`config.mk`:
```
export PLATFORM = sky130hd
export DESIGN_NAME = rectangle128_enc_core
export DESIGN_NICKNAME = d
export VERILOG_FILES = /design/src/rtl/rectangle128_enc_core.sv
export SDC_FILE = /design/constraint.sdc
export NUM_CORES = 2
export LEC_CHECK = 0
export ABC_CLOCK_PERIOD_IN_PS = 6900
export BUFFER_PORTS_ARGS = -buffer_cell sky130_fd_sc_hd__buf_2
export CAP_MARGIN = 20
export CORE_UTILIZATION = 45
export DETAILED_ROUTE_END_ITERATION = 12
export PLACE_DENSITY = 0.6
export SLEW_MARGIN = 10
export SYNTH_ARGS = -nofsm -noshare
export SYNTH_HDL_FRONTEND = slang
export SYNTH_HIERARCHICAL = 1
export SYNTH_SLANG_ARGS = --single-unit
```
`constraint.sdc`:
```
create_clock -name Clk -period 6.9 [get_ports Clk]
set_input_delay 1.38 -clock Clk [delete_from_list [all_inputs] [get_ports Clk]]
set_output_delay 1.38 -clock Clk [all_outputs]
set_load 0.05 [all_outputs]
```
`src/rtl/rectangle128_enc_core.sv`:
```
// RECTANGLE-128 round-key store and one-round-per-clock encryption core.
// Define RECT128_DEC_EN to add the `dec` input and the inverse (decryption) round.

module rectangle128_sbox (
  input  logic [3:0] x,
  output logic [3:0] y
);
  always_comb begin
    y = 4'h0;
    case (x)
      4'h0: y = 4'h6;  4'h1: y = 4'h5;  4'h2: y = 4'hC;  4'h3: y = 4'hA;
      4'h4: y = 4'h1;  4'h5: y = 4'hE;  4'h6: y = 4'h7;  4'h7: y = 4'h9;
      4'h8: y = 4'hB;  4'h9: y = 4'h0;  4'hA: y = 4'h3;  4'hB: y = 4'hD;
      4'hC: y = 4'h8;  4'hD: y = 4'hF;  4'hE: y = 4'h4;  4'hF: y = 4'h2;
      default: y = 4'h0;
    endcase
  end
endmodule

`ifdef RECT128_DEC_EN
// Table is the exact inverse of the forward S-box above.
module rectangle128_inv_sbox (
  input  logic [3:0] x,
  output logic [3:0] y
);
  always_comb begin
    y = 4'h0;
    case (x)
      4'h0: y = 4'h9;  4'h1: y = 4'h4;  4'h2: y = 4'hF;  4'h3: y = 4'hA;
      4'h4: y = 4'hE;  4'h5: y = 4'h1;  4'h6: y = 4'h0;  4'h7: y = 4'h6;
      4'h8: y = 4'hC;  4'h9: y = 4'h7;  4'hA: y = 4'h3;  4'hB: y = 4'h8;
      4'hC: y = 4'h2;  4'hD: y = 4'hB;  4'hE: y = 4'h5;  4'hF: y = 4'hD;
      default: y = 4'h0;
    endcase
  end
endmodule
`endif

module rectangle128_enc_core #(
  parameter int NR = 25,
  parameter int NK = 26
) (
  input  logic        Clk,
  input  logic        RstN,
  input  logic        flush,
  input  logic        WE,
  input  logic [4:0]  WAddr,
  input  logic [63:0] KeyIn,
  input  logic        in_valid,
  output logic        in_ready,
  input  logic [63:0] pt_in,
`ifdef RECT128_DEC_EN
  input  logic        dec,
`endif
  output logic        out_valid,
  input  logic        out_ready,
  output logic [63:0] ct_out,
  output logic        keys_ready,
  output logic        busy
);
  localparam logic [4:0] LAST = 5'(NR - 1);
  localparam logic [4:0] NK_A = 5'(NK);

  typedef enum logic [1:0] {IDLE, RUN, DONE} state_t;

  state_t           state;
  logic [4:0]       rnd, kidx;
  logic [63:0]      st, k_rnd, k_fin, enc_res, rnd_res;
  logic [63:0]      mem [NK];
  logic [NK-1:0]    key_vld, key_vld_nxt;
  logic             wr_ok, key_chg;
  logic [3:0][15:0] ex, sub;

  assign wr_ok   = WE && (WAddr < NK_A);
  assign key_chg = WE || !flush;
  assign k_rnd   = mem[kidx];
  assign k_fin   = mem[NR];

  assign in_ready = (state == IDLE) && keys_ready;
  assign busy     = (state != IDLE);

  // Writing subkey 0 marks the start of a fresh schedule, so older bits are stale.
  always_comb begin
    key_vld_nxt = key_vld;
    if (!flush) key_vld_nxt = '0;
    else if (wr_ok) begin
      if (WAddr == 5'd0) key_vld_nxt = '0;
      key_vld_nxt[WAddr] = 1'b1;
    end
  end

  always_ff @(posedge Clk) begin
    if (flush && wr_ok) mem[WAddr] <= KeyIn;
  end

  // Forward round: AddRoundKey, SubColumn across 16 columns, ShiftRow.
  assign ex = st ^ k_rnd;
  for (genvar j = 0; j < 16; j++) begin : g_col
    logic [3:0] so;
    rectangle128_sbox u_sb (.x({ex[3][j], ex[2][j], ex[1][j], ex[0][j]}), .y(so));
    assign {sub[3][j], sub[2][j], sub[1][j], sub[0][j]} = so;
  end
  assign enc_res = {sub[3][2:0], sub[3][15:3], sub[2][3:0], sub[2][15:4],
                    sub[1][14:0], sub[1][15], sub[0]};

`ifdef RECT128_DEC_EN
  logic             dec_q;
  logic [3:0][15:0] iy, isub;
  logic [63:0]      dec_res;

  assign iy[0] = st[15:0];
  assign iy[1] = {st[16], st[31:17]};
  assign iy[2] = {st[43:32], st[47:44]};
  assign iy[3] = {st[60:48], st[63:61]};
  for (genvar j = 0; j < 16; j++) begin : g_icol
    logic [3:0] so;
    rectangle128_inv_sbox u_isb (.x({iy[3][j], iy[2][j], iy[1][j], iy[0][j]}), .y(so));
    assign {isub[3][j], isub[2][j], isub[1][j], isub[0][j]} = so;
  end
  assign dec_res = isub ^ k_rnd;
  assign kidx    = dec_q ? (LAST - rnd) : rnd;
  assign rnd_res = dec_q ? dec_res : enc_res;
`else
  assign kidx    = rnd;
  assign rnd_res = enc_res;
`endif

  always_ff @(posedge Clk or negedge RstN) begin
    if (!RstN) begin
      state      <= IDLE;
      rnd        <= '0;
      st         <= '0;
      ct_out     <= '0;
      out_valid  <= 1'b0;
      key_vld    <= '0;
      keys_ready <= 1'b0;
`ifdef RECT128_DEC_EN
      dec_q      <= 1'b0;
`endif
    end else begin
      key_vld    <= key_vld_nxt;
      keys_ready <= &key_vld_nxt;
      case (state)
        IDLE: if (in_valid && in_ready) begin
`ifdef RECT128_DEC_EN
          dec_q <= dec;
          st    <= dec ? (pt_in ^ k_fin) : pt_in;
`else
          st    <= pt_in;
`endif
          rnd   <= '0;
          state <= RUN;
        end
        RUN: begin
          if (key_chg) begin
            // Schedule changed under us: the block in flight is discarded.
            rnd   <= '0;
            state <= IDLE;
          end else if (rnd == LAST) begin
`ifdef RECT128_DEC_EN
            ct_out <= dec_q ? rnd_res : (rnd_res ^ k_fin);
`else
            ct_out <= rnd_res ^ k_fin;
`endif
            st        <= rnd_res;
            rnd       <= '0;
            out_valid <= 1'b1;
            state     <= DONE;
          end else begin
            st  <= rnd_res;
            rnd <= rnd + 5'd1;
          end
        end
        DONE: if (out_ready) begin
          out_valid <= 1'b0;
          state     <= IDLE;
        end
        default: state <= IDLE;
      endcase
    end
  end
endmodule

```
======== After elaboration in Yosys (flattened, before gate mapping) ========
Memories as Yosys holds them, arrays and structs flattened.
Cells that the tools add are included.
operators by class
  add/sub/neg operators ................... 1
  $lt $le $gt $ge ......................... 3
  equal/unequal tests ..................... 8
  multiplexer cells ....................... 25
  bitwise operators ....................... 4
  reduce and logical (&&, ||, !) cells .... 18
operator list
  cell                                                               count
  2-to-1 mux 26 bit                                                  5
  2-to-1 mux 64 bit                                                  2
  case mux 64 bit (2 select lines)                                   1
  bitwise XOR 64 bit                                                 2
  bitwise OR 26 bit                                                  1
  AND reduction 26 bit                                               1
  2-to-1 mux 5 bit                                                   3
  case mux 5 bit (2 select lines)                                    1
  AND reduction 3 bit                                                3
  2-to-1 mux 2 bit                                                   4
  < comparator 5 x 6 -> 1 bit, second input constant                 1
  2-to-1 mux 1 bit                                                   6
  != test 2 bit, second input constant                               3
  case mux 2 bit (3 select lines)                                    1
  nonzero test 2 bit                                                 3
  adder 5 x 1 -> 5 bit, second input constant                        1
  demux 1 bit (select 5 bit)                                         1
  equality test 5 bit, second input constant                         1
  greater-or-equal comparator 5 x 1 -> 1 bit, second input constant  1
  logical AND 1 bit                                                  5
  zero test 5 bit                                                    1
  < comparator 5 bit, second input constant                          1
  AND reduction 4 bit                                                1
  != test 3 bit, second input constant                               1
  9 further kinds                                                    9
word-level totals
  bits in registers ....................... 163
  memory bits (writable) .................. 1664
  bits in read-only memories .............. 1024
  input bits .............................. 139
  word-level logic and storage cells ...... 83
  memories kept ........................... 17
memories
  name             words  width  rd ports  clocked after Yosys merged registers in  wr ports  line  text
  mem              26     64     2         0                                        1         69    logic [63:0] mem [NK];
  (no name shown)  16     4      1         0                                        0         10    case (x)
  (no name shown)  16     4      1         0                                        0         10
  (no name shown)  16     4      1         0                                        0         10
  (no name shown)  16     4      1         0                                        0         10
  (no name shown)  16     4      1         0                                        0         10
  +11 memories     --     --     --        --                                       --        --

======== Logic depth before layout (Yosys ltp) ========
  word-level depth ........................ 8
  gate-level depth with buffers ........... 17
  mapped depth without buffers ............ 12

======== Hierarchy ========
The synthesis kept the hierarchy.
by module, submodules not included
  module                 instances  cells an instance  area an instance (sq um)  seq. area each (sq um)
  rectangle128_enc_core  1          3475               70465.1                   54046.8
  rectangle128_sbox      16         24                 195.2                     0.0

======== Worst setup path before layout ========
OpenSTA, ideal clock, no wires.
  path type ............................... input port to flip-flop
  start ................................... input WAddr[3]
  end ..................................... register keys_ready
  arrival ................................. 5.692 ns
  data required time ...................... 6.804 ns
  path slack .............................. 1.113 ns
  stages .................................. 6
  path buffers ............................ 1
  path through ............................ or3_1 -> buf_6 -> nor2_1 -> o221ai_1 -> a2111o_1 -> nor4_2
between the ends
  cells in the longest elaborated chain, start to end .. 8
ends and longest elaborated chain
  item                                                                                 line    text
  start: declaration                                                                   47      input logic [4:0] WAddr,
  < comparator 5 x 6 -> 1 bit (not written as such) (tied with other cells)            88      key_vld_nxt[WAddr] = 1'b1;
  logical AND 1 bit (not written as such) / 2-to-1 mux 26 bit (equally long branches)  88, 87
  2-to-1 mux 1 bit (not written as such) / 2-to-1 mux 26 bit (equally long branches)   88, 86
  demux 1 bit (select 5 bit) / 2-to-1 mux 26 bit (equally long branches)               88, 85
  bitwise OR 26 bit (no source line)                                                   --
  2-to-1 mux 26 bit *                                                                  86      else if (wr_ok) begin
  2-to-1 mux 26 bit *                                                                  85      if (!flush) key_vld_nxt = '0;
  AND reduction 26 bit *                                                               142     keys_ready <= &key_vld_nxt;
  end signal: assignment                                                               142
  end: declaration                                                                     58      output logic keys_ready,
Every way passes the cells marked *; elsewhere a longest branch is shown, timed or not. The select of a mux whose other input is x is not followed.
A chain may end at the register's enable or synchronous reset.

==> flow_metrics.env <==
export IMPL_status="finished, violations left"
export IMPL_violations="design-rule violations"
export IMPL_fin_area_sq_um=83900
export IMPL_stdcell_count=6491
export IMPL_fin_crit_sh=0.784
export IMPL_drtAntennaViolNets=0
export IMPL_synth_edff_count=1664
export IMPL_post_cts_resized=0
export IMPL_rows=148
export IMPL_cts_tree="yes"
export IMPL_ys_seq_elements=1827
export IMPL_clock_skew_ns=0.0617
export IMPL_intPower_w=0.0180
export IMPL_grt_pass1_wl_um=286000
export IMPL_netlist_top_cells_area="edfxtp_1 (68%), mux4_2 (11%), dfrtp_1 (5.5%), mux2i_1 (3.3%), ha_1 (1.7%)"
export IMPL_synth_largest_area_cell="edfxtp_1"
export IMPL_worstHoldPathType="in -> async"
export IMPL_ioPinCount=207
export IMPL_crit_type="reg -> reg"
export IMPL_cts_setup_buffers=0
export IMPL_slew_headroom=0.210
export IMPL_p_per_area_nw_per_um2=270
export IMPL_synth_flop_cell="edfxtp_1"
export IMPL_gr_total_overflow=0
export IMPL_die_w_um=406
export IMPL_crit_path_cell_trace="buf_12 -> mux4_2 -> mux4_2 -> nand2_1 -> o211ai_1 -> xor2_1 -> inv_1 -> ha_1 -> nor2b_1 -> o31ai_1 -> xnor2_1 -> a21oi_1"
export IMPL_use_met2=0.372
export IMPL_core_area_sq_um=163000
export IMPL_swShare=0.203
export IMPL_grt_pass1_vias=38034
export IMPL_synthArstFlopShare=0.0892
export IMPL_crit_family="compound AO/OA/AOI/OAI gates"
export IMPL_dp_slack_ns=1.57
export IMPL_max_freq_ghz=0.185
export IMPL_clock_sinks=1827
export IMPL_area_growth_pct=14.0
export IMPL_yosysMostFrequentCell="edfxtp_1"
export IMPL_whs_ns=0.458
export IMPL_critPathBufInv=2
export IMPL_cts_htree_levels=4
export IMPL_dieArea_sq_um=165000
export IMPL_leakage_nw=28.1
export IMPL_setup_tns_ns=0
export IMPL_antenna_found_initial=21
export IMPL_p_clk_frac=0.445
export IMPL_syn_inst=3859
export IMPL_crit_fanout=40
export IMPL_drt_initial_drc_count=4580
export IMPL_worst_slew_pin_slew_ns=1.18
export IMPL_grt_total_usage=0.249
export IMPL_grt_busiest_layer="met2"
export IMPL_setup_violations=0
export IMPL_layout_nets=4391
export IMPL_arrival_ns=6.16
export IMPL_setup_ws_ns=1.49
export IMPL_clk_pin_slew_ns=0.06
export IMPL_synthTopCellsByCount="edfxtp_1 (1664), mux4_2 (354), mux2i_1 (239)"
export IMPL_portBuffers=206
export IMPL_cts_max_path_buffers=3
export IMPL_finalHoldViolCount=0
export IMPL_route_detailed_drc=2
export IMPL_initial_core_util=0.453
export IMPL_startpoint_type="register"
export IMPL_p_comb_frac=0.016
export IMPL_drv_cap=0
export IMPL_cp_slowest_stage_delay_ns=0.93
export IMPL_insertion_delay_ns=0.85
export IMPL_vias=38432
export IMPL_cp_required_ns=7.65
export IMPL_synth_distinct_cells=61
export IMPL_finalMaxSlewViolations=0
export IMPL_seqPwrFrac=0.538
export IMPL_viasPerCell=5.92
export IMPL_postRouteWirelength_um=205000
export IMPL_hpwlAfterDp_um=119000
export IMPL_slowest_stage="o31ai_1"
export IMPL_drive_above_1_share=0.240
export IMPL_synth_nets=4096
export IMPL_cts_buffers=188
export IMPL_end_kind="register"
export IMPL_cp_common_cell="mux4_2"
export IMPL_avgSynthCellArea_sq_um=19.1
export IMPL_cts_hold_buf=0
export IMPL_met1_usage=0.363
export IMPL_ir_drop_v=0.000265
export IMPL_synth_area_sq_um=73600
export IMPL_grt_met3_usage=0.0641
export IMPL_cts_root_buffer="clkbuf_16"
export IMPL_dp_cells=6138
export IMPL_yosys_area_top_type_share=0.679
export IMPL_seq_area_frac_synth=0.734
export IMPL_min_period_ns=5.41
export IMPL_yosysWarningCount=6
export IMPL_grt_setup_unrepaired="false"
export IMPL_grt_max_degree=129
export IMPL_die_h_um=406
export IMPL_placed_area_sq_um=77700
export IMPL_switching_power_w=0.00459
export IMPL_first_pass_iters=11
export IMPL_wl_per_cell_um=31.5
export IMPL_gp_congestion=0.798
==> placed cells by master, fill, tap and decap left out, types with 80 or more instances in the layout <==
cell       synthesis  routed
dfrtp_1          163     159
ha_1              98      98
buf_2             73     205
mux2i_1          239     239
a21oi_1          212     212
mux4_2           354     354
nand2_1          103     103
clkbuf_16          0     193
edfxtp_1        1664    1664
nor2_1           176     147
xnor2_1           80      80
buf_4             16      82
==> sequential cells by signal (all words and copies together) (netlist names) <==
signal      cells
state           2
mem          1664
out_valid       1
kidx            5
ct_out         64
keys_ready      1
st             64
key_vld        26
==> metal layers <==
layer  part of all wire  vias to the layer above
met5            0.00045                        -
met4              0.025                       14
met3              0.089                      281
met2               0.45                     1566
met1               0.43                    20445
li1                   -                    16126
==> kinds of logic after synthesis <==
family / after synthesis / share of synthesized area
AO/OA/AOI/OAI: 550 / 0.0465
AND/OR/NAND/NOR: 365 / 0.0227
multiplexers: 625 / 0.146
adder cells (fa/ha/maj): 98 / 0.0167
flip-flops: 1827 / 0.734
buffers and inverters: 250 / 0.0169
XOR/XNOR: 144 / 0.0171
==> through the flow <==
stage	power, W	util
floorplan	0.0125	-
global placement	0.0128	0.478
detailed placement	0.0128	0.478
CTS	0.0228	0.516
global route	0.0232	0.516
finish	0.0226	0.516
==> cell type report <==
class	count	area (sq um)
Clock inverter	91	966
Inverter	40	151
Clock buffer	258	5190
Antenna cell	3	7.51
Multi-Input combinational cell	1782	18600
Sequential cell	1827	54100
Timing Repair Buffer	315	2200
Fill cell	13130	78700
Tap cell	2175	2720
==> power groups by stage <==
stage	clock (W)	combinational (W)	sequential, W
global route	0.0106	0.000396	0.0122
detailed placement	0	0.000368	0.0124
floorplan	0	0.0000870	0.0124
finish	0.0101	0.000368	0.0122
CTS	0.0102	0.000369	0.0122
global placement	0	0.000358	0.0124
==> path summary, 6_finish.rpt <==
check,to,from,slack (ns),depth (start not counted)
max,ct_out[20]$_DFFE_PN0P_,kidx[1]$_DFFE_PN0P_,1.49,12
min,ct_out[2]$_DFFE_PN0P_,RstN,0.46,1
max reg2reg,ct_out[20]$_DFFE_PN0P_,kidx[1]$_DFFE_PN0P_,1.49,12
min reg2reg,key_vld[2]$_DFF_PN0_,key_vld[2]$_DFF_PN0_,0.48,1
max in group asynchronous,ct_out[14]$_DFFE_PN0P_,RstN,5.19,2
min in group Clk,key_vld[2]$_DFF_PN0_,key_vld[2]$_DFF_PN0_,0.48,1
Power figures use the tool's default switching activity.
